File: config.mk
export PLATFORM = sky130hd
export DESIGN_NAME = m_cp0
export DESIGN_NICKNAME = d
export VERILOG_FILES = /design/src/rtl/m_cp0.sv
export SDC_FILE = /design/constraint.sdc
export NUM_CORES = 1
export LEC_CHECK = 0
export BUFFER_PORTS_ARGS = -buffer_cell sky130_fd_sc_hd__buf_2
export CAP_MARGIN = 25
export CORE_MARGIN = 5
export CORE_UTILIZATION = 45
export DETAILED_ROUTE_END_ITERATION = 6
export PLACE_DENSITY = 0.9
export SYNTH_ARGS = -nofsm -noshare
export SYNTH_HDL_FRONTEND = slang
export SYNTH_SLANG_ARGS = --single-unit
File: constraint.sdc
create_clock -name clk -period 2.3 [get_ports clk]
set_clock_uncertainty 0.1 [all_clocks]
set_input_delay 0.46 -clock clk [delete_from_list [all_inputs] [get_ports clk]]
set_output_delay 0.46 -clock clk [all_outputs]
set_load 0.01 [all_outputs]
File: src/rtl/m_cp0.sv
`default_nettype none
// ============================================================================
// Module   : m_cp0
// Brief    : Coprocessor-0 exception/interrupt controller for the M stage.
//            Raises a flush/redirect request, latches EPC/Cause/SR on entry,
//            clears EXL on eret and serves mfc0/mtc0 for SR/Cause/EPC/PRId.
// Revision : 1.0 - initial release
// ============================================================================
module m_cp0 #(
    parameter logic [31:0] PRID         = 32'h2021_0007,
    parameter logic [31:0] HANDLER_ADDR = 32'h0000_4180
) (
    input  logic        clk,
    input  logic        reset_n,
    input  logic        we,
    input  logic [4:0]  addr,
    input  logic [31:0] wdata,
    output logic [31:0] rdata,
    input  logic [31:0] pc,
    input  logic        bd,
    input  logic        exc_valid,
    input  logic [4:0]  exc_code,
    input  logic [5:0]  hwint,
    input  logic        eret,
    output logic        req,
    output logic [31:0] handler_pc,
    output logic [31:0] epc_out
);

    localparam logic [4:0] c_ADDR_SR    = 5'd12;
    localparam logic [4:0] c_ADDR_CAUSE = 5'd13;
    localparam logic [4:0] c_ADDR_EPC   = 5'd14;
    localparam logic [4:0] c_ADDR_PRID  = 5'd15;

    // SR fields
    logic [5:0]  r_im;
    logic        r_exl;
    logic        r_ie;
    // Cause fields
    logic        r_bd;
    logic [5:0]  r_ip;
    logic [4:0]  r_exc_code;
    // EPC
    logic [31:0] r_epc;

    logic        w_int_req;
    logic        w_exc_req;
    logic        w_wr_sr;
    logic        w_wr_epc;

    // EXL masks both sources so a handler is never re-entered.
    assign w_int_req  = (|(hwint & r_im)) & r_ie & ~r_exl;
    assign w_exc_req  = exc_valid & ~r_exl;
    assign req        = w_int_req | w_exc_req;
    assign w_wr_sr    = we && (addr == c_ADDR_SR);
    assign w_wr_epc   = we && (addr == c_ADDR_EPC);
    assign handler_pc = HANDLER_ADDR;
    assign epc_out    = r_epc;

    // SR: exception entry wins over mtc0 and eret; eret clears EXL after a same-cycle SR write.
    always_ff @(posedge clk or negedge reset_n) begin
        if (!reset_n) begin
            r_im  <= 6'd0;
            r_exl <= 1'b0;
            r_ie  <= 1'b0;
        end else if (req) begin
            r_exl <= 1'b1;
        end else begin
            if (w_wr_sr) begin
                r_im  <= wdata[15:10];
                r_exl <= wdata[1];
                r_ie  <= wdata[0];
            end
            if (eret) begin
                r_exl <= 1'b0;
            end
        end
    end

    // Cause: IP tracks the interrupt lines every edge; BD/ExcCode captured on entry only.
    always_ff @(posedge clk or negedge reset_n) begin
        if (!reset_n) begin
            r_ip       <= 6'd0;
            r_bd       <= 1'b0;
            r_exc_code <= 5'd0;
        end else begin
            r_ip <= hwint;
            if (req) begin
                r_bd       <= bd;
                r_exc_code <= w_int_req ? 5'd0 : exc_code;
            end
        end
    end

    // EPC: entry point of the faulting instruction, or the branch for a delay-slot victim.
    always_ff @(posedge clk or negedge reset_n) begin
        if (!reset_n) begin
            r_epc <= 32'd0;
        end else if (req) begin
            r_epc <= bd ? (pc - 32'd4) : pc;
        end else if (w_wr_epc) begin
            r_epc <= wdata;
        end
    end

    // mfc0 read mux; unimplemented registers and unstored bits read as zero.
    always_comb begin
        rdata = 32'd0;
        case (addr)
            c_ADDR_SR:    rdata = {16'd0, r_im, 8'd0, r_exl, r_ie};
            c_ADDR_CAUSE: rdata = {r_bd, 15'd0, r_ip, 3'd0, r_exc_code, 2'd0};
            c_ADDR_EPC:   rdata = r_epc;
            c_ADDR_PRID:  rdata = PRID;
            default:      rdata = 32'd0;
        endcase
    end

endmodule
`default_nettype wire

==> summary.txt <==
Timing
  • Max-slew headroom: 54.26%
  • Final TNS setup: 0 ns
  • Final Cycle Share: 95.38%
  • Worst Max-Slew Pin Slew: 0.6861 ns
  • Final hold slack: 0.1621 ns
  • Max Freq: 455.9 MHz
  • Final setup violation count: 0
  • Fin crit period: 2.194 ns
  • Final hold violations: 0
  • Pins Over Slew Limit: 0
  • RSZ-0062 raised after global routing: no

Worst setup path
  • CP Capture Type: primary output
  • Worst Path Arrival: 1.63 ns
  • Req. time, crit path: 1.74 ns
  • Max incr delay on CP: 0.43 ns
  • Crit Path Max Fanout: 7
  • Startpoint types: flop
  • CP max-delay cell: dfrtp_1
  • CP Cell Sequence: a221o_1 > o31ai_4 > inv_2 > buf_2
  • CP top delay family: compound AO/OA/AOI/OAI gates
  • Setup CP Type: reg2out
  • WP buf/inv: 2

Floorplan
  • Die Footprint: 9881 sq um
  • Die H: 99.41 um
  • Site Rows: 32
  • Initial Utilization: 46.31%
  • Core box area: 7767 sq um
  • Die span in x: 99.41 um
  • IO Pins: 183

Yosys
  • Compound-cell area share of the yosys netlist: 21.15%
  • FFs w/ async S/R, synth: 100.0%
  • Post-synthesis xor/xnor area fraction: 2.435%
  • Main combinational cell family by area after synthesis: simple AND/OR/NAND/NOR gates
  • Sequential fraction of the synthesis area: 36.17%
  • Seq cells post-synth: 52
  • Synth Cell Area: 3597 sq um
  • Synth Area in Adders: 0.3478%
  • Synth area leader: dfrtp_1
  • Main synth FF type: dfrtp_1
  • Syn Inst Count: 402
  • Synth warn: 0
  • Mux contribution to synthesized area: 7.757%
  • Area contributors post-synth: dfrtp_1, buf_4, and3_1
  • Synthesized area per cell: 8.948 sq um
  • Top cell type's share of synthesized area: 36.17%
  • Synth cell types: 50
  • List of most frequent post-synthesis cells: dfrtp_1, and3_1, buf_4, nor2_1, a211oi_1
  • Number of synthesized flops with an enable pin: 0
  • Simple-gate share of the synthesized area: 21.36%
  • Count leader, synth: dfrtp_1

Pwr
  • Sw Ratio: 39.58%
  • Internal power: 2.276 mW
  • Clock Power Share: 16.8%
  • Comb pwr share: 41.0%
  • Switching pwr: 1.490 mW
  • Leakage: 2.334 nW
  • Max VDD drop: 0.4090 mV
  • PwrDens: 825.1 nW/um^2
  • Sequential share of power: 42.3%

Clock network
  • Num CTS Buffers: 5
  • Post-CTS Resized: 0
  • Clk Tree Root Cell: clkbuf_8
  • CTS Buffer Depth: 2
  • Setup repair bufs after CTS: 0
  • Clock Pin Slew Worst Setup and Hold Paths: 0.10 ns
  • Clock Latency Late Sink: 0.30 ns
  • Hold Buf Count CTS: 0
  • H-tree levels: 2
  • Sink Count: 52
  • CTS tree: done

Detailed routing
  • Routed vias/inst: 5.832
  • # DRC: 0
  • Post-route ant nets: 0
  • First-pass DRT Iterations: 5
  • DRT iter0 DRCs: 194
  • DR WL/cell: 18.69 um
  • Final wirelength: 12,320 um
  • DR vias: 3,843

Placed design
  • Cell Count Post-Placement: 651
  • Final GP Congestion: 0.9256
  • IO buf count: 150
  • DP HPWL: 9410 um

Final layout
  • Layout cells sized above 1: 35.73%
  • Fillcell total: 699
  • Post-Layout Cell Count: 659
  • Antenna Cells: 0
  • Layout area overhead: 26.89%
  • Final #Nets: 643

GRT
  • All-layer global routing usage: 24.09%
  • Largest net degree at the start of global routing: 54
  • Initial antenna violation count: 0
  • First-pass GRT wire length: 19,230 um
  • Congestion Overflow GR: 0
  • Number of global-route vias before repair: 3,864

Outcome
  • Status: finished clean

Worst hold path
  • Hold WC Path Type: in2async

Job
  • Max_cap viols: 0
==> through the flow <==
stage | utilization, % | setup WS [ns] | total power [mW] | instance area [sq um]
after floorplan | - | 0.05519 | 2.414 | 3710
after global placement | 57.38 | 0.08759 | 3.061 | 4457
after detailed placement | 57.38 | 0.02451 | 3.123 | 4457
after CTS | 58.76 | 0.1110 | 3.762 | 4564
after global routing | 58.76 | 0.04852 | 4.001 | 4564
final | 58.76 | 0.1063 | 3.766 | 4564
==> logic make-up after synthesis <==
family,after synthesis
other cells,2
compound gates,108
fa+ha+maj,1
mux,27
simple gates,135
flops,52
xor+xnor,10
buf+inv,67
==> area by class of cell <==
type                            instances  area [sq um]  area share [%]
Timing Repair Buffer                  175         963.4           21.11
Sequential cell                        52          1301           28.51
Multi-Input combinational cell        313          2031           44.49
Tap cell                              102         127.6           2.796
Clock buffer                            6         72.57           1.590
Inverter                                9         33.78          0.7401
Clock inverter                          2         35.03          0.7675
==> metal layers <==
metal  vias up  wire, um  GRT usage [%]  share of wire [%]
met5         -         0              0                  0
met4         0       341          10.40                2.8
met3        32      1125          4.769                9.1
met2       229      6062          41.17                 49
met1      1830      4789          29.46                 39
li1       1752         -              -                  -
==> registers in the layout (all words and copies together) (netlist names) <==
name,cells
r_bd,1
r_exc_code,5
r_im,6
r_ie,1
r_exl,1
r_ip,6
epc_out,32
==> worst paths after layout <==
path | from | to | slack, ns | depth (start not counted)
worst min-delay path | reset_n | epc_out[3] | 0.16 | 2
min in group clk | hwint[2] | r_ip[2] | 0.18 | 1
worst max register to register | r_im[3] | r_im[2] | 0.22 | 5
max in group asynchronous | reset_n | epc_out[12] | 1.47 | 2
worst min register to register | r_bd | r_bd | 0.42 | 2
worst max-delay path | r_im[3] | req | 0.11 | 4
==> cell usage in the layout, fill, tap and decap left out, drive strengths merged, types with 7 or more instances in the layout <==
master / count
mux2: 7
and3: 34
dfrtp: 52
nor2: 31
nor4: 10
a22o: 8
a21oi: 17
or3: 13
inv: 9
mux2i: 20
o21ai: 19
a211oi: 26
xor2: 9
a31oi: 12
buf: 175
nand2: 17
conb: 32
==> power groups by stage <==
stage | registers, mW | clock network, mW | logic, mW
2_1_floorplan | 1.64 | 0 | 0.777
3_3_place_gp | 1.58 | 0 | 1.48
3_5_place_dp | 1.59 | 0 | 1.53
4_1_cts | 1.58 | 0.639 | 1.54
5_1_grt | 1.64 | 0.676 | 1.69
6_report | 1.59 | 0.632 | 1.54
==> worst reg2reg max path, delay by kind of cell (launching register included) <==
family,cells,cell delay [ns]
buffers and inverters,1,0.12
AOI/OAI and AO/OA,2,0.61
DFF,1,0.43
and+or+nand+nor,1,0.33
muxes,1,0.38
(Power assumes the default switching activity.)
